File: config.mk
export PLATFORM = sky130hd
export DESIGN_NAME = cache_d_assoc
export DESIGN_NICKNAME = d
export VERILOG_FILES = /design/src/rtl/cache_pkg.sv /design/src/rtl/cache_way.sv /design/src/rtl/cache_d_assoc.sv
export SDC_FILE = /design/constraint.sdc
export NUM_CORES = 2
export LEC_CHECK = 0
export ABC_AREA = 1
export BUFFER_PORTS_ARGS = -buffer_cell sky130_fd_sc_hd__buf_2
export CAP_MARGIN = 15
export CELL_PAD_IN_SITES_DETAIL_PLACEMENT = 0
export CELL_PAD_IN_SITES_GLOBAL_PLACEMENT = 1
export CORE_MARGIN = 2
export CORE_UTILIZATION = 40
export DETAILED_ROUTE_END_ITERATION = 16
export PLACE_DENSITY = 0.75
export SYNTH_ARGS = -nofsm -noshare
export SYNTH_HDL_FRONTEND = slang
export SYNTH_SLANG_ARGS = --single-unit
export TNS_END_PERCENT = 20
File: constraint.sdc
create_clock -name clk -period 6.5 [get_ports clk]
set_input_delay 0.975 -clock clk [delete_from_list [all_inputs] [get_ports clk]]
set_output_delay 0.975 -clock clk [all_outputs]
set_load 0.02 [all_outputs]
File: src/rtl/cache_pkg.sv
// Shared types and address-field helpers for the set-associative data cache.
// Width helpers keep the derived geometry in one place for the top and the way.
package cache_pkg;

    typedef enum logic [1:0] {
        ST_COMPARE   = 2'd0,
        ST_WRITEBACK = 2'd1,
        ST_ALLOCATE  = 2'd2
    } cache_state_t;

    function automatic int off_width(input int words_per_line);
        return $clog2(words_per_line);
    endfunction

    function automatic int idx_width(input int sets);
        return $clog2(sets);
    endfunction

    function automatic int tag_width(input int sets, input int words_per_line);
        return 30 - $clog2(sets) - $clog2(words_per_line);
    endfunction

    function automatic logic [29:0] addr_tag(input logic [29:0] addr, input int off_w, input int idx_w);
        return addr >> (off_w + idx_w);
    endfunction

    function automatic logic [29:0] addr_idx(input logic [29:0] addr, input int off_w, input int idx_w);
        return (addr >> off_w) & ((30'd1 << idx_w) - 30'd1);
    endfunction

    function automatic logic [29:0] addr_off(input logic [29:0] addr, input int off_w);
        return addr & ((30'd1 << off_w) - 30'd1);
    endfunction

endpackage

File: src/rtl/cache_way.sv
// One way of the data cache: valid/dirty/tag/data arrays, tag compare,
// line read-out, single-word write port and whole-line fill port.
module cache_way
    import cache_pkg::*;
#(
    parameter int SETS   = 4,
    parameter int IDX_W  = 2,
    parameter int TAG_W  = 26,
    parameter int OFF_WS = 2,
    parameter int LINE_W = 128
) (
    input  logic              clk,
    input  logic              rst_n,
    input  logic [IDX_W-1:0]  idx,
    input  logic [TAG_W-1:0]  tag,
    input  logic [OFF_WS-1:0] off,
    input  logic              word_we,
    input  logic [31:0]       wdata,
    input  logic              fill_we,
    input  logic [LINE_W-1:0] fill_line,
    output logic              hit,
    output logic              rd_valid,
    output logic              rd_dirty,
    output logic [TAG_W-1:0]  rd_tag,
    output logic [LINE_W-1:0] rd_line
);

    logic [SETS-1:0]   valid_r;
    logic [SETS-1:0]   dirty_r;
    logic [TAG_W-1:0]  tag_r  [SETS];
    logic [LINE_W-1:0] data_r [SETS];

    assign rd_valid = valid_r[idx];
    assign rd_dirty = dirty_r[idx];
    assign rd_tag   = tag_r[idx];
    assign rd_line  = data_r[idx];
    assign hit      = valid_r[idx] && (tag_r[idx] == tag);

    // Status bits: reset clears them, a fill makes the line clean, a word write dirties it.
    always_ff @(posedge clk or negedge rst_n) begin
        if (!rst_n) begin
            valid_r <= '0;
            dirty_r <= '0;
        end else if (fill_we) begin
            valid_r[idx] <= 1'b1;
            dirty_r[idx] <= 1'b0;
        end else if (word_we) begin
            dirty_r[idx] <= 1'b1;
        end
    end

    // Tag and data storage are left unreset; valid gates every use of them.
    always_ff @(posedge clk) begin
        if (fill_we) begin
            data_r[idx] <= fill_line;
            tag_r[idx]  <= tag;
        end else if (word_we) begin
            data_r[idx][32*off +: 32] <= wdata;
        end
    end

endmodule

File: src/rtl/cache_d_assoc.sv
// Write-back, write-allocate set-associative data cache (1 or 2 ways, true LRU).
// Holds the miss FSM, LRU bits, victim selection and processor/memory muxing.
module cache_d_assoc
    import cache_pkg::*;
#(
    parameter  int WAYS           = 2,
    parameter  int SETS           = 4,
    parameter  int WORDS_PER_LINE = 4,
    localparam int OFF_W          = off_width(WORDS_PER_LINE),
    localparam int IDX_W          = idx_width(SETS),
    localparam int TAG_W          = tag_width(SETS, WORDS_PER_LINE),
    localparam int LINE_W         = 32 * WORDS_PER_LINE,
    localparam int MADDR_W        = 30 - OFF_W
) (
    input  logic               clk,
    input  logic               proc_reset_n,
    output logic               proc_stall,
    input  logic [29:0]        proc_addr,
    input  logic               proc_read,
    output logic [31:0]        proc_rdata,
    input  logic               proc_write,
    input  logic [31:0]        proc_wdata,
    output logic [MADDR_W-1:0] mem_addr,
    output logic               mem_read,
    input  logic [LINE_W-1:0]  mem_rdata,
    output logic               mem_write,
    output logic [LINE_W-1:0]  mem_wdata,
    input  logic               mem_ready
);

    // A one-word line still needs a 1-bit offset signal; it is always zero.
    localparam int OFF_WS = (OFF_W > 0) ? OFF_W : 1;

    cache_state_t       state_r, next_s;
    logic [TAG_W-1:0]   tag_s;
    logic [IDX_W-1:0]   idx_s;
    logic [OFF_WS-1:0]  off_s;
    logic [MADDR_W-1:0] maddr_s;
    logic               req_s, hit_s, hit_way_s, victim_s, victim_r;
    logic [SETS-1:0]    lru_r;
    logic [1:0]         way_hit_s, way_valid_s, way_dirty_s;
    logic [TAG_W-1:0]   way_tag_s  [2];
    logic [LINE_W-1:0]  way_line_s [2];
    logic               vic_valid_s, vic_dirty_s;
    logic [TAG_W-1:0]   vic_tag_s;
    logic [LINE_W-1:0]  vic_line_s, hit_line_s;
    logic               mem_read_r, mem_write_r;
    logic [MADDR_W-1:0] mem_addr_r;
    logic [LINE_W-1:0]  mem_wdata_r;

    assign tag_s   = TAG_W'(addr_tag(proc_addr, OFF_W, IDX_W));
    assign idx_s   = IDX_W'(addr_idx(proc_addr, OFF_W, IDX_W));
    assign off_s   = OFF_WS'(addr_off(proc_addr, OFF_W));
    assign maddr_s = MADDR_W'(proc_addr >> OFF_W);
    assign req_s   = proc_read | proc_write;

    for (genvar w = 0; w < 2; w++) begin : g_way
        if (w < WAYS) begin : g_inst
            logic word_we_s, fill_we_s;
            assign word_we_s = (state_r == ST_COMPARE) && proc_write && way_hit_s[w];
            assign fill_we_s = (state_r == ST_ALLOCATE) && mem_ready && (victim_r == 1'(w));

            cache_way #(
                .SETS   (SETS),
                .IDX_W  (IDX_W),
                .TAG_W  (TAG_W),
                .OFF_WS (OFF_WS),
                .LINE_W (LINE_W)
            ) u_way (
                .clk       (clk),
                .rst_n     (proc_reset_n),
                .idx       (idx_s),
                .tag       (tag_s),
                .off       (off_s),
                .word_we   (word_we_s),
                .wdata     (proc_wdata),
                .fill_we   (fill_we_s),
                .fill_line (mem_rdata),
                .hit       (way_hit_s[w]),
                .rd_valid  (way_valid_s[w]),
                .rd_dirty  (way_dirty_s[w]),
                .rd_tag    (way_tag_s[w]),
                .rd_line   (way_line_s[w])
            );
        end else begin : g_tie
            assign way_hit_s[w]   = 1'b0;
            assign way_valid_s[w] = 1'b0;
            assign way_dirty_s[w] = 1'b0;
            assign way_tag_s[w]   = '0;
            assign way_line_s[w]  = '0;
        end
    end

    assign hit_s       = |way_hit_s;
    assign hit_way_s   = way_hit_s[1];
    assign hit_line_s  = way_line_s[hit_way_s];
    assign vic_valid_s = way_valid_s[victim_s];
    assign vic_dirty_s = way_dirty_s[victim_s];
    assign vic_tag_s   = way_tag_s[victim_s];
    assign vic_line_s  = way_line_s[victim_s];

    // Victim choice: first invalid way (way 0 preferred), else the set's LRU way.
    always_comb begin
        victim_s = 1'b0;
        if (WAYS == 2) begin
            if (!way_valid_s[0]) begin
                victim_s = 1'b0;
            end else if (!way_valid_s[1]) begin
                victim_s = 1'b1;
            end else begin
                victim_s = lru_r[idx_s];
            end
        end else begin
            victim_s = 1'b0;
        end
    end

    // Read data is only driven on a read hit so stale lines never leak out.
    always_comb begin
        proc_rdata = 32'h0;
        if ((state_r == ST_COMPARE) && proc_read && hit_s) begin
            proc_rdata = hit_line_s[32*off_s +: 32];
        end else begin
            proc_rdata = 32'h0;
        end
    end

    // Next-state and stall decode.
    always_comb begin
        next_s     = state_r;
        proc_stall = 1'b1;
        case (state_r)
            ST_COMPARE: begin
                proc_stall = req_s & ~hit_s;
                if (req_s && !hit_s) begin
                    if (vic_valid_s && vic_dirty_s) begin
                        next_s = ST_WRITEBACK;
                    end else begin
                        next_s = ST_ALLOCATE;
                    end
                end else begin
                    next_s = ST_COMPARE;
                end
            end
            ST_WRITEBACK: begin
                if (mem_ready) begin
                    next_s = ST_ALLOCATE;
                end else begin
                    next_s = ST_WRITEBACK;
                end
            end
            ST_ALLOCATE: begin
                if (mem_ready) begin
                    next_s = ST_COMPARE;
                end else begin
                    next_s = ST_ALLOCATE;
                end
            end
            default: begin
                next_s     = ST_COMPARE;
                proc_stall = 1'b0;
            end
        endcase
    end

    // FSM state register.
    always_ff @(posedge clk or negedge proc_reset_n) begin
        if (!proc_reset_n) begin
            state_r <= ST_COMPARE;
        end else begin
            state_r <= next_s;
        end
    end

    // Memory request registers, victim latch and LRU update on hits.
    always_ff @(posedge clk or negedge proc_reset_n) begin
        if (!proc_reset_n) begin
            victim_r    <= 1'b0;
            lru_r       <= '0;
            mem_read_r  <= 1'b0;
            mem_write_r <= 1'b0;
            mem_addr_r  <= '0;
            mem_wdata_r <= '0;
        end else begin
            mem_read_r  <= (next_s == ST_ALLOCATE);
            mem_write_r <= (next_s == ST_WRITEBACK);
            if ((state_r == ST_COMPARE) && req_s && !hit_s) begin
                victim_r <= victim_s;
            end
            if ((state_r == ST_COMPARE) && req_s && hit_s) begin
                lru_r[idx_s] <= ~hit_way_s;
            end
            if ((state_r == ST_COMPARE) && (next_s == ST_WRITEBACK)) begin
                mem_addr_r  <= {vic_tag_s, idx_s};
                mem_wdata_r <= vic_line_s;
            end else if (next_s == ST_ALLOCATE) begin
                mem_addr_r <= maddr_s;
            end
        end
    end

    assign mem_read  = mem_read_r;
    assign mem_write = mem_write_r;
    assign mem_addr  = mem_addr_r;
    assign mem_wdata = mem_wdata_r;

endmodule

Word level (Yosys, flattened, before mapping)
Memories as Yosys holds them, arrays and structs flattened.
Cells that the tools add are included.
{"block": "word_totals", "regBits": 181, "ram_bits": 1232, "input_bits": 195, "out_inout_bits": 191, "elab_cells": 631, "n_memories": 4}
{"name": "g_way[0].g_inst.u_way.data_r", "depth": 4, "width": 128, "rd": 1, "rd_clocked_by_memory_dff": 0, "wr": 1, "line": "cache_way.sv:31", "text": "logic [LINE_W-1:0] data_r [SETS];"}
{"name": "g_way[1].g_inst.u_way.data_r", "depth": 4, "width": 128, "rd": 1, "rd_clocked_by_memory_dff": 0, "wr": 1, "line": "cache_way.sv:31"}
{"name": "g_way[0].g_inst.u_way.tag_r", "depth": 4, "width": 26, "rd": 1, "rd_clocked_by_memory_dff": 0, "wr": 1, "line": "cache_way.sv:30", "text": "logic [TAG_W-1:0] tag_r [SETS];"}
{"name": "g_way[1].g_inst.u_way.tag_r", "depth": 4, "width": 26, "rd": 1, "rd_clocked_by_memory_dff": 0, "wr": 1, "line": "cache_way.sv:30"}
{"block": "classes", "n_addsub": 1, "magnitude_cmp": 5, "n_eq_ne": 6, "n_shift": 3, "n_mux": 307, "n_bitwise": 270, "n_reduce_logical": 24}
{"op": "$mux 128", "count": 8}
{"op": "$mux 1", "count": 276}
{"op": "$or 1x1->1", "count": 257}
{"op": "$shift 32x34->128 const A", "count": 1}
{"op": "$shiftx 128x8->32", "count": 1}
{"op": "$shiftx 32x34->128", "count": 1}
{"op": "$mux 26", "count": 3}
{"op": "$mux 28", "count": 2}
{"op": "$eq 26x26->1", "count": 2}
{"op": "$neg 7->34", "count": 1}
{"op": "$mux 32", "count": 1}
{"op": "$logic_and 1x1->1", "count": 17}
{"op": "$mux 4", "count": 4}
{"op": "$or 4x4->4", "count": 4}
{"op": "$bmux 1 s2", "count": 5}
{"op": "$and 4x4->4", "count": 2}
{"op": "$mux 2", "count": 4}
{"op": "$pmux 2 s3", "count": 1}
{"op": "$reduce_bool 2->1", "count": 3}
{"op": "$bwmux 4", "count": 1}
{"op": "$eq 2x1->1 const B", "count": 2}
{"op": "$eq 2x2->1 const B", "count": 2}
{"op": "$ge 2x2->1 const B", "count": 2}
{"op": "$not 1->2", "count": 2}
{"op": "11 further kinds", "count": 14}

Longest topological paths before layout
{"block": "logic_depth", "word_depth": 13, "ltp_mapped": 23, "ltp_nobuf": 21}

By module
Synthesis repeated with hierarchy kept, for this count alone.
{"block": "unflattened", "hier_cells": 5478, "area_unflattened_um2": 62034.5}
{"module": "cache_way at g_way[1].g_inst.u_way", "instances": 1, "cells_per_inst": 2099, "area_each_um2": 25635.8, "seq_area_each_um2": 18697.9}
{"module": "cache_way at g_way[0].g_inst.u_way", "instances": 1, "cells_per_inst": 2028, "area_each_um2": 25504.5, "seq_area_each_um2": 18697.9}
{"module": "cache_d_assoc", "instances": 1, "cells_per_inst": 1351, "area_each_um2": 10894.2, "seq_area_each_um2": 4129.0}

Worst setup path after synthesis
OpenSTA, ideal clock, no wires.
{"block": "synth_path", "kind": "input to register", "startpoint": "input port proc_addr[3]", "endpoint": "memory g_way[1].g_inst.u_way.data_r[0][0], enable pin", "setup_ns": 0.421, "arrival_time_ns": 4.231, "t_required_ns": 6.079, "path_slack_ns": 1.848, "stages": 18, "cell_sequence": "buf_2 inv_2 nor2_1 buf_2 a21oi_1 nand2_1 nand2_1 nand3_1 nor4_1 nand3_1 nor2_1 inv_1 nor2_2 nand2_1 clkbuf_1 nand2_1 inv_1 nor2_1"}
{"block": "synth_via", "elab_chain_len": 8, "word_cells_on_any_way": 10}
{"element": "from (decl)", "line": "cache_d_assoc.sv:18", "text": "input logic [29:0] proc_addr,"}
{"element": "$mem_v2 4x26 / $bmux 1 s2 (equally long branches)"}
{"element": "$eq 26x26->1 / $mux 1 (equally long branches)", "line": "cache_way.sv:37", "text": "assign hit = valid_r[idx] && (tag_r[idx] == tag);"}
{"element": "$logic_and 1x1->1", "line": "cache_way.sv:37"}
{"element": "$logic_and 1x1->1", "line": "cache_d_assoc.sv:60", "text": "assign word_we_s = (state_r == ST_COMPARE) && proc_write && way_hit_s[w];"}
{"element": "$mux 1", "line": "cache_way.sv:57", "text": "end else if (word_we) begin"}
{"element": "$mux 1", "line": "cache_way.sv:54", "text": "if (fill_we) begin"}
{"element": "$mux 128 (not written as such)", "line": "cache_way.sv:58", "text": "data_r[idx][32*off +: 32] <= wdata;"}
{"element": "$or 1x1->1 (no source line)"}
{"element": "to (decl)", "line": "cache_way.sv:31"}
Several ways; a longest one is shown, not always the timed one. The select of a mux whose other input is x is not followed.

Worst setup path in the final report
{"block": "layout_path", "startpoint": "input port proc_addr[2]", "endpoint": "output port proc_rdata[2]"}
{"block": "layout_via", "elab_chain_len": 9, "word_cells_on_any_way": 20}
{"element": "$mem_v2 4x26 / $bmux 1 s2 (equally long branches)"}
{"element": "$eq 26x26->1 / $mux 1 (equally long branches)", "line": "cache_way.sv:37"}
{"element": "$logic_and 1x1->1", "line": "cache_way.sv:37"}
{"element": "$not 1->2 (not written as such)", "line": "cache_d_assoc.sv:96", "text": "assign hit_line_s = way_line_s[hit_way_s];"}
{"element": "$mux 128 (not written as such) (3 in a row)", "line": "cache_d_assoc.sv:96"}
{"element": "$shiftx 128x8->32", "line": "cache_d_assoc.sv:122", "text": "proc_rdata = hit_line_s[32*off_s +: 32];"}
{"element": "$mux 32 *", "line": "cache_d_assoc.sv:121", "text": "if ((state_r == ST_COMPARE) && proc_read && hit_s) begin"}
{"element": "to (decl)", "line": "cache_d_assoc.sv:20", "text": "output logic [31:0] proc_rdata,"}
Every way passes the cells marked *; elsewhere a longest branch is shown, timed or not. The select of a mux whose other input is x is not followed.

==> results <==
- The flow ran to the end, and the final reports show no timing, DRC or antenna violations.
- After clock tree synthesis, the setup repair step added 0 buffers.
- The worst endpoint required time is 5.52 ns.
- The boundary pin count is 386.
- The detailed-route DRC error count is 0.
- Timing would allow up to 0.162 GHz.
- The combinational share of power is 17.1%.
- The die covers 154000 um2.
- Setup repair after global routing left no endpoint under its margin.
- In the final design database the tool counted 5922 nets.
- Setup violations remaining at the end of the flow were counted as 0.
- Across the run, the number of max-cap violations was 0.
- The share of total power consumed by net switching is 29.5%.
- The maximum vdd ir drop is 0.000261 V.
- Of all nets on the critical path, the largest fanout is 66.
- The final number of hold-violating endpoints is 0.
- After floorplanning, the core was divided into 142 placement rows.
- Entering global routing, the biggest net connects 199 pins.
- After clock tree synthesis, the repair step resized 0 gates.
- During synthesis, Yosys emitted a total of 0 warnings.
- The layout overhead on the synthesized area is 16.7%.
- The relative slew slack is 16.6%.
- After detailed routing, the average wire length per cell comes to 27.7 um.
- The synthesized netlist devotes 12.8% of its cell area to compound gates.
- The kind of path behind the tightest hold check is in2async.
- Synthesis handed over a netlist of 5373 instances.
- For this block, the routed nets add up to 218000 um of wire.
- STA classifies the critical path endpoint as an output port.
- The area inside the core boundary is 150000 um2.
- For this run, the register share of the synthesized area comes to 68.9%.
- The vertical die dimension is 392 um.
- Port buffering added 385 buffers.
- The largest buffer count on any clock path is 3.
- In the routed layout, each cell is associated on average with a via count of 5.76.
- The post-synthesis adder-cell area fraction is 0.187%.
- The share of total power dissipated in the clock network is 36.9%.
- The share of the core filled with cells in the final layout is 47.0%.
- For this design the ratio of total power to cell area is 338 nW/um2.
- The clock tree from TritonCTS is yes.
- The register clock-pin slew on the reported worst setup and hold paths is 0.06 ns.
- The mean area per synthesized cell is 11.2 um2.
- The number of routed nets with antenna violations is 0.
- The deepest level of the CTS H-tree is 4.
- The main combinational cell family by area after synthesis is simple AND/OR/NAND/NOR gates.
- Summed over all nets, the half-perimeter wirelength after detailed placement is 144000 um.
- The number of library cell types mapped by synthesis is 37.
- Global routing used 27.9% of the available tracks across all layers.
- In the synthesized netlist, mux cells make up 0.0996% of the area.
- After clock tree synthesis, the flow added hold-fix buffers numbering 0.
- After synthesis, the share of flip-flops with an asynchronous set or reset is 12.8%.
- The analysis attributes to net switching a power of 7.02 mW.
- For this design the static power due to leakage is 27.4 nW.
- Internal power comes to 16.8 mW.
- In the final layout, the share of cells above drive strength 1 is 14.8%.
- The number of pins exceeding their max-slew limit in the final report is 0.
- The area fraction in and, or, nand and nor cells after synthesis is 14.3%.
- The count of state elements after synthesis is 1413.
- Summed over all layers, the global routing overflow is 0.
- The sum of negative setup slack is 0 ns.
- The first global-routing pass estimated 306000 um of wire.
- Among all flip-flop cells after synthesis, the most frequent one is sky130_fd_sc_hd__edfxtp_1.
- The number of antenna violations at the first check in global routing is 28.
- For the finished layout, the period the worst path requires is 6.19 ns.
- The cell at the root of the clock tree is sky130_fd_sc_hd__clkbuf_16.
- For this run, the detailed router's first-pass iteration total came to 6.
- The clock drives 1413 sinks.
- The number of filler cells placed in the layout is 13562.
- The share of power burned in registers is 46.0%.
- The kind of start point of the critical path is an input pin.
- The type of the worst setup path is in2out.
- The clock latency on the worst-skew pair is 0.80 ns.
- Summing the areas of all xor and xnor instances in the mapped netlist gives 0% of the synthesized area.
- The DRC marker count from the first detailed-route iteration is 5526.
- The final setup skew is 0.0419 ns.
- The via count of the first global-routing pass is 42035.
- The horizontal extent of the die is 392 um.
- The final route contains 45342 vias.
- At the end of routability-driven placement, the weighted congestion stood at 0.950.
- In this run the cell area of the synthesized design comes to 60300 um2.
- For this configuration, the core starts out at a cell density of 40.3%.
- The slew of the pin with the lowest slew margin is 1.25 ns.
- The number of synthesized flops with an enable pin is 1232.
- The number of buffers inserted during clock tree synthesis is 152.
- The arrival time of data at the critical path endpoint is 5.21 ns.
- The share of the clock period used by the worst path is 95.2%.
- The number of nets handed over by synthesis was 5577.
==> routing by layer <==
metal  track usage [%]  part of all wire (%)  vias to the layer above
met5                 0                 0.049                        -
met4              13.5                   5.2                       18
met3              7.62                    12                      389
met2              43.1                    45                     2534
met1              36.4                    38                    22271
li1                  -                     -                    20130
==> cell usage in the layout (no fill, tap or decap), drive strengths merged <==
cell type  count
nand2       1589
edfxtp      1232
o21ai        659
buf          556
nand3        276
inv          217
clkbuf       195
a221oi       192
dfrtp        181
a21oi        170
nor2         131
a22o         115
a22oi        108
nand4         66
clkinv        63
nor3b         28
bufinv        16
diode         12
ha             9
or2            7
o22ai          6
nor3           6
mux2i          6
clkinvlp       4
nor4           3
a31oi          2
a211oi         2
and2           2
o211ai         1
nand3b         1
a21boi         1
==> cells by family (layout without fill, tap and decap cells) <==
| kind of cell | Yosys count | after routing |
|---|---|---|
| compound gates | 1256 | 1256 |
| fa+ha+maj | 9 | 9 |
| buf+inv | 580 | 1051 |
| flops | 1413 | 1413 |
| mux | 6 | 6 |
| other cells | 0 | 12 |
| simple gates | 2109 | 2109 |
==> synthesized netlist by cell type (2+ instances only) <==
| library cell | number | share of area (%) |
|---|---|---|
| sky130_fd_sc_hd__nand2_1 | 1587 | 9.9 |
| sky130_fd_sc_hd__edfxtp_1 | 1232 | 61 |
| sky130_fd_sc_hd__o21ai_0 | 518 | 4.3 |
| sky130_fd_sc_hd__clkbuf_1 | 285 | 1.8 |
| sky130_fd_sc_hd__nand3_1 | 274 | 2.3 |
| sky130_fd_sc_hd__inv_1 | 207 | 1.3 |
| sky130_fd_sc_hd__a221oi_1 | 192 | 2.8 |
| sky130_fd_sc_hd__dfrtp_1 | 181 | 7.5 |
| sky130_fd_sc_hd__a21oi_1 | 169 | 1.4 |
| sky130_fd_sc_hd__o21ai_1 | 141 | 1.2 |
| sky130_fd_sc_hd__nor2_1 | 127 | 0.79 |
| sky130_fd_sc_hd__a22o_1 | 115 | 1.7 |
| sky130_fd_sc_hd__a22oi_1 | 108 | 1.3 |
| sky130_fd_sc_hd__nand4_1 | 66 | 0.68 |
| sky130_fd_sc_hd__buf_2 | 56 | 0.46 |
| sky130_fd_sc_hd__nor3b_1 | 28 | 0.35 |
| sky130_fd_sc_hd__buf_1 | 19 | 0.12 |
| sky130_fd_sc_hd__ha_1 | 9 | 0.19 |
| sky130_fd_sc_hd__or2_2 | 7 | 0.073 |
| sky130_fd_sc_hd__mux2i_1 | 6 | 0.10 |
| sky130_fd_sc_hd__nor3_1 | 6 | 0.050 |
| sky130_fd_sc_hd__o22ai_1 | 6 | 0.062 |
| sky130_fd_sc_hd__buf_4 | 5 | 0.062 |
| sky130_fd_sc_hd__clkinv_1 | 4 | 0.025 |
| sky130_fd_sc_hd__inv_2 | 4 | 0.025 |
| sky130_fd_sc_hd__nor2_2 | 4 | 0.041 |
| sky130_fd_sc_hd__nor4_1 | 3 | 0.031 |
| sky130_fd_sc_hd__a211oi_1 | 2 | 0.025 |
| sky130_fd_sc_hd__a31oi_1 | 2 | 0.021 |
| sky130_fd_sc_hd__nand2_2 | 2 | 0.021 |
| sky130_fd_sc_hd__nand3_2 | 2 | 0.033 |
==> flip-flops by register name, indices dropped and copies added, names as in the netlist, named ones only <==
name	count
mem_write	1
victim_r	1
g_way.g_inst.u_way.data_r	1024
g_way.g_inst.u_way.valid_r	8
mem_read	1
lru_r	4
g_way.g_inst.u_way.tag_r	208
mem_wdata	128
state_r	2
mem_addr	28
==> critical path, stage by stage <==
cell and delay, ns:
sky130_fd_sc_hd__buf_2 0.18, sky130_fd_sc_hd__inv_2 0.27, sky130_fd_sc_hd__buf_4 0.35, sky130_fd_sc_hd__nand2_1 0.08
sky130_fd_sc_hd__nand2_1 0.07, sky130_fd_sc_hd__nand2_1 0.06, sky130_fd_sc_hd__nand3_1 0.21, sky130_fd_sc_hd__nand4_1 0.16
sky130_fd_sc_hd__nor2_1 0.15, sky130_fd_sc_hd__nand2_1 0.06, sky130_fd_sc_hd__nor2_1 0.17, sky130_fd_sc_hd__nand2_4 0.28
sky130_fd_sc_hd__buf_12 0.30, sky130_fd_sc_hd__buf_12 0.23, sky130_fd_sc_hd__o21ai_0 0.53, sky130_fd_sc_hd__a21oi_1 0.14
sky130_fd_sc_hd__nor3b_1 0.62, sky130_fd_sc_hd__buf_2 0.29
==> path summary, 6_finish.rpt <==
| path | from | end | slack, ns | cells past startpoint |
|---|---|---|---|---|
| worst max-delay path | proc_addr[2] | proc_rdata[2] | 0.31 | 18 |
| worst min-delay path | proc_reset_n | mem_wdata[50]$_DFFE_PN0P_ | 0.12 | 1 |
| worst max register to register | state_r[1]$_DFF_PN0_ | g_way[0].g_inst.u_way.data_r[0][74]$_DFFE_PP_ | 2.39 | 9 |
| worst min register to register | g_way[0].g_inst.u_way.valid_r[2]$_DFFE_PN0P_ | g_way[0].g_inst.u_way.valid_r[2]$_DFFE_PN0P_ | 0.47 | 1 |
| max in group asynchronous | proc_reset_n | mem_addr[21]$_DFFE_PN0P_ | 5.00 | 2 |
| min in group clk | g_way[0].g_inst.u_way.valid_r[2]$_DFFE_PN0P_ | g_way[0].g_inst.u_way.valid_r[2]$_DFFE_PN0P_ | 0.47 | 1 |
==> metrics by stage <==
stage / worst slack (ns) / instance area, um2 / total power, mW / std cells / hold WS [ns]
floorplan: 1.85 / 60300 / 13.2 / 5373 / 0.428
global placement: 0.516 / 65300 / 15.1 / 7579 / 0.450
detailed placement: 0.475 / 65300 / 15.2 / 7579 / 0.453
CTS: 0.477 / 70300 / 23.9 / 7859 / 0.100
global route: 0.191 / 70300 / 24.6 / 7862 / 0.133
finish: 0.314 / 70300 / 23.8 / 7872 / 0.116
==> area by class of cell <==
class / count / area [um2] / share of cell area (%)
diodes: 12 / 30.0 / 0.0427
clock inverters: 85 / 955 / 1.36
inverters: 215 / 821 / 1.17
clock buffers: 195 / 4090 / 5.81
well taps: 2016 / 2520 / 3.59
flip-flops and latches: 1413 / 41500 / 59.0
repair buffers: 556 / 3520 / 5.00
multi-input cells: 3380 / 16900 / 24.0
==> power groups by stage <==
stage          clock [mW]  combinational, mW  sequential, mW
3_5_place_dp            0               4.05            11.1
6_report             8.78               4.08            11.0
2_1_floorplan           0               1.80            11.4
4_1_cts              8.86               4.06            11.0
5_1_grt              9.20               4.35            11.0
3_3_place_gp            0               4.02            11.1
No activity file was read; power rests on OpenSTA's default activity.
